[config.mk]
export PLATFORM = sky130hd
export DESIGN_NAME = cursor_event_reader
export DESIGN_NICKNAME = d
export VERILOG_FILES = /design/src/rtl/cursor_event_reader.sv
export SDC_FILE = /design/constraint.sdc
export NUM_CORES = 1
export LEC_CHECK = 0
export ABC_CLOCK_PERIOD_IN_PS = 5700
export CAP_MARGIN = 20
export CORE_MARGIN = 2
export CORE_UTILIZATION = 37
export DETAILED_ROUTE_END_ITERATION = 10
export SLEW_MARGIN = 20
export SYNTH_ARGS = -nofsm -noshare
export SYNTH_HDL_FRONTEND = slang
export SYNTH_SLANG_ARGS = --single-unit
[constraint.sdc]
create_clock -name i_clk -period 5.7 [get_ports i_clk]
set_input_delay 1.14 -clock i_clk [delete_from_list [all_inputs] [get_ports i_clk]]
set_output_delay 1.14 -clock i_clk [all_outputs]
set_load 0.005 [all_outputs]
[src/rtl/cursor_event_reader.sv]
// Cursor-position event FIFO: captures X/Y updates on a one-cycle interrupt pulse and
// presents them first-word-fall-through. Optional macro CURSOR_EVENT_COALESCE_EN.
module cursor_event_reader #(
    parameter  int DEPTH = 8,
    parameter  int POS_W = 16,
    localparam int CNT_W = $clog2(DEPTH) + 1
) (
    input  logic             i_clk,
    input  logic             i_reset,
    input  logic             i_intr,
    input  logic [POS_W-1:0] i_x_pos,
    input  logic [POS_W-1:0] i_y_pos,
    input  logic             i_rd_en,
    input  logic             i_clr_overflow,
    output logic             o_valid,
    output logic [POS_W-1:0] o_x,
    output logic [POS_W-1:0] o_y,
    output logic [CNT_W-1:0] o_count,
    output logic             o_overflow,
    output logic [7:0]       o_drop_cnt,
    output logic             o_irq
);

    localparam int PTR_W = $clog2(DEPTH);
    localparam int ENT_W = 2 * POS_W;

    logic [ENT_W-1:0] mem [DEPTH];
    logic [PTR_W-1:0] wptr;
    logic [PTR_W-1:0] rptr;
    logic [CNT_W-1:0] count;
    logic             overflow;
    logic [7:0]       drop_cnt;
    logic             irq;

    logic             full;
    logic             valid;
    logic             pop;
    logic             push;
    logic             drop;
    logic             wr_en;
    logic [PTR_W-1:0] wr_addr;
    logic [CNT_W-1:0] count_next;
    logic             overflow_next;
    logic [7:0]       drop_cnt_next;
    logic [ENT_W-1:0] head;

    function automatic logic [7:0] sat_inc8(input logic [7:0] v);
        return (v == 8'hFF) ? v : v + 8'd1;
    endfunction

    assign full  = (count == CNT_W'(DEPTH));
    assign valid = (count != '0);
    assign pop   = i_rd_en & valid;
    // A simultaneous pop frees a slot, so a full FIFO still accepts the push.
    assign push  = i_intr & (~full | pop);
    assign drop  = i_intr & full & ~pop;

    always_comb begin
        wr_en   = push;
        wr_addr = wptr;
`ifdef CURSOR_EVENT_COALESCE_EN
        // Overwrite the newest entry so software always sees the latest position.
        if (drop) begin
            wr_en   = 1'b1;
            wr_addr = wptr - PTR_W'(1);
        end
`endif
    end

    always_comb begin
        count_next = count;
        case ({push, pop})
            2'b10:   count_next = count + CNT_W'(1);
            2'b01:   count_next = count - CNT_W'(1);
            default: count_next = count;
        endcase
    end

    // A drop in the same cycle as a clear wins: flag stays set, counter restarts at 1.
    always_comb begin
        overflow_next = overflow;
        drop_cnt_next = drop_cnt;
        if (drop) begin
            overflow_next = 1'b1;
            drop_cnt_next = i_clr_overflow ? 8'd1 : sat_inc8(drop_cnt);
        end else if (i_clr_overflow) begin
            overflow_next = 1'b0;
            drop_cnt_next = 8'd0;
        end
    end

    // Storage stage: data array is not reset, only the control state below.
    always_ff @(posedge i_clk) begin
        if (wr_en) begin
            mem[wr_addr] <= {i_x_pos, i_y_pos};
        end
    end

    always_ff @(posedge i_clk) begin
        if (i_reset) begin
            wptr     <= '0;
            rptr     <= '0;
            count    <= '0;
            overflow <= 1'b0;
            drop_cnt <= 8'd0;
            irq      <= 1'b0;
        end else begin
            if (push) wptr <= wptr + PTR_W'(1);
            if (pop)  rptr <= rptr + PTR_W'(1);
            count    <= count_next;
            overflow <= overflow_next;
            drop_cnt <= drop_cnt_next;
            irq      <= (count_next != '0) | overflow_next;
        end
    end

    assign head       = mem[rptr];
    assign o_valid    = valid;
    // Gate the head with valid so stale array contents never leak out after reset.
    assign o_x        = valid ? head[ENT_W-1:POS_W] : '0;
    assign o_y        = valid ? head[POS_W-1:0]     : '0;
    assign o_count    = count;
    assign o_overflow = overflow;
    assign o_drop_cnt = drop_cnt;
    assign o_irq      = irq;

endmodule
==> results.json <==
{
  "run_status": "finished, final reports clean",
  "dieArea_um2": 30800,
  "synth_edf_count": 256,
  "fin_util_pct": 45.8,
  "worst_slew_pin_slew_ns": 1.02,
  "grt_max_degree": 65,
  "cp.arrival_ns": 3.19,
  "vias_per_cell": 5.09,
  "first_pass_iters": 5,
  "layout_commonest_cell": "edfxtp_1",
  "core-area_um2": 28900,
  "route.met3.wl_um": 1080,
  "synth.largest_area_cell": "edfxtp_1",
  "final_cell_mix": "edfxtp_1, clkdlybuf4s50_1, mux4_2",
  "min_period_ns": 4.33,
  "hpwlAfterDp_um": 12800,
  "synthArstFlopShare_pct": 0,
  "post_cts_buffers": 0,
  "syn_nets": 587,
  "drt-met1-wl_um": 9560,
  "synth_top_area_share_pct": 70.6,
  "crit_path_max_incr_delay_ns": 0.88,
  "total_power_mw": 5.53,
  "routed_wl_um": 21700,
  "ys_ff_latch": 279,
  "antenna_found_initial": 0,
  "grt_pass1_wl_um": 33600,
  "ys_warn_count": 0,
  "slew_headroom_pct": 31.8,
  "drtIter0Drc": 395,
  "p_leak_nw": 4.09,
  "reg2reg_depth": 8,
  "timing.fmax_mhz": 231,
  "drt-wirelength-per-cell_um": 20.7,
  "startpoint_type": "flip-flop",
  "setup_tns_ns": 0,
  "hp-class": "reg2reg",
  "clk_path_buf_depth": 3,
  "overflow": 0,
  "h-tree-depth": 1,
  "start_util_pct": 37.7,
  "powerDensity_nw_per_um2": 418,
  "slew_viol_final": 0,
  "fin_crit_sh_pct": 75.9,
  "grt_pass1_vias": 5740,
  "synthTopCellsByArea": "edfxtp_1, mux4_2, dfxtp_1, mux2i_1, nor2_1",
  "gp_congestion": 0.789,
  "cpMaxStageDelayCell": "dfxtp_4",
  "maxCapViolations": 0,
  "syn2layout_area_growth_pct": 21.5,
  "fp.dieW_um": 176,
  "critPathKind": "reg2out",
  "die_h_um": 176,
  "drc": 0,
  "portBuffers": 83,
  "clk_latency_ns": 0.54,
  "ys_seq_area_share_pct": 74.8,
  "r2r_end": "o_irq$_SDFF_PP0_",
  "cts_buffers": 29,
  "root_buffer": "clkbuf_16",
  "io_pins": 84,
  "final_nets": 684,
  "cts_resized": 0,
  "setup_viol": 0,
  "synth.avg_cell_area_um2": 19.9,
  "vias": 5337,
  "dr_wl_met2_um": 10700,
  "reg2reg_from": "o_count[3]$_SDFF_PP0_",
  "ys.flop_type": "edfxtp_1",
  "grtUsageTotal_pct": 14.3,
  "cts_tree": "done",
  "hold_violations": 0,
  "netlist-cell-type-count": 42,
  "worst-path-max-fanout": 42,
  "nFillCells": 2452,
  "rsz0062_at_grt": "false",
  "drive_gt1_share_pct": 20.8,
  "cts.sinks": 279,
  "whs_path_depth": 2,
  "syn_inst": 546,
  "clk_pin_slew_ns": 0.06,
  "route.top_layer_used": "met4",
  "netlist_area_um2": 10900,
  "holdBufCountCts": 0,
  "core.rowCount": 62,
  "min_from": "rptr[1]$_SDFFE_PP0N_",
  "n_antenna_cell": 0,
  "cp_data_required_time_ns": 4.56,
  "skew_ns": 0.0133,
  "vdd_ir_drop_max_uv": 225,
  "final_antenna_net_count": 0,
  "r2r_setup_slack_ns": 2.63,
  "crit_chain": "buf_4 > mux4_2 > mux2i_1 > nor2_1 > clkdlybuf4s50_1",
  "worstSetupEndpointType": "output pin"
}
## worst max-delay path by stage
| stage | endpoint | startpoint | slack [ns] |
|---|---|---|---|
| finish | o_x[10] | flip-flop | 1.37 |
| global route | o_x[10] | flip-flop | 1.12 |
| CTS | o_x[10] | flip-flop | 1.26 |
| detailed placement | mem[0][13]$_DFFE_PP_ | i_intr | 1.55 |
| global placement | o_irq$_SDFF_PP0_ | i_rd_en | 1.60 |
| floorplan | mem[0][0]$_DFFE_PP_ | i_intr | 1.18 |
## worst max-delay path: cells and delay by family (launching register included)
family,cells,cell delay (ns)
muxes,2,0.73
buffers and inverters,2,0.90
DFF,1,0.88
and+or+nand+nor,1,0.06
## cell type report
class,count,area (um^2),share of cell area [%]
Tap cell,384,480,3.63
Clock inverter,20,251,1.90
Timing Repair Buffer,96,928,7.02
Clock buffer,33,741,5.60
Inverter,3,11.3,0.0852
Sequential cell,279,8160,61.7
Multi-Input combinational cell,234,2650,20.1
## sequential cells by signal, indices dropped and copies added (netlist names), named ones only
register,flops
o_irq,1
o_drop_cnt,8
mem,256
o_count,4
o_overflow,1
rptr,3
wptr,3
## power by group
part	internal, mW	switching [mW]	leakage, nW
Combinational	0.666	0.463	1.09
Clock	1.20	0.754	0.478
Sequential	2.30	0.150	2.51
Total	4.16	1.37	4.09
## kinds of logic after synthesis
kind of cell / count (synthesis) / share of synthesized area [%]
compound gates: 18 / 1.40
fa+ha+maj: 4 / 0.460
mux: 102 / 16.8
buf+inv: 33 / 1.29
simple gates: 101 / 4.51
xor+xnor: 9 / 0.724
flops: 279 / 74.8
## per-stage QoR
step	hold WS (ns)	setup WS [ns]	cells	instance area [um^2]
floorplan	0.454	1.18	546	10900
global placement	0.478	1.60	996	12200
detailed placement	0.485	1.55	996	12200
CTS	0.497	1.26	1049	13200
global route	0.528	1.12	1049	13200
finish	0.503	1.37	1049	13200
## layer usage
layer / GRT usage, % / vias to the layer above
li1: - / 2398
met1: 19.1 / 2781
met2: 24.3 / 127
met3: 2.64 / 31
met4: 3.44 / 0
met5: 0 / -
## cell usage after synthesis, types with 2 or more instances
master / count
clkbuf_1: 13
nand4_1: 3
nor2_1: 53
mux2i_1: 37
ha_1: 4
edfxtp_1: 256
o21ai_0: 3
or4_1: 2
nand3b_1: 2
inv_1: 2
mux4_2: 64
buf_1: 13
buf_4: 2
o211a_1: 2
dfxtp_1: 23
xor2_1: 7
nand3_1: 8
nor2b_1: 2
nand2b_1: 6
nand2_1: 8
nor3_1: 11
a21oi_1: 4
xnor2_1: 2
No activity file was read; power rests on OpenSTA's default activity.
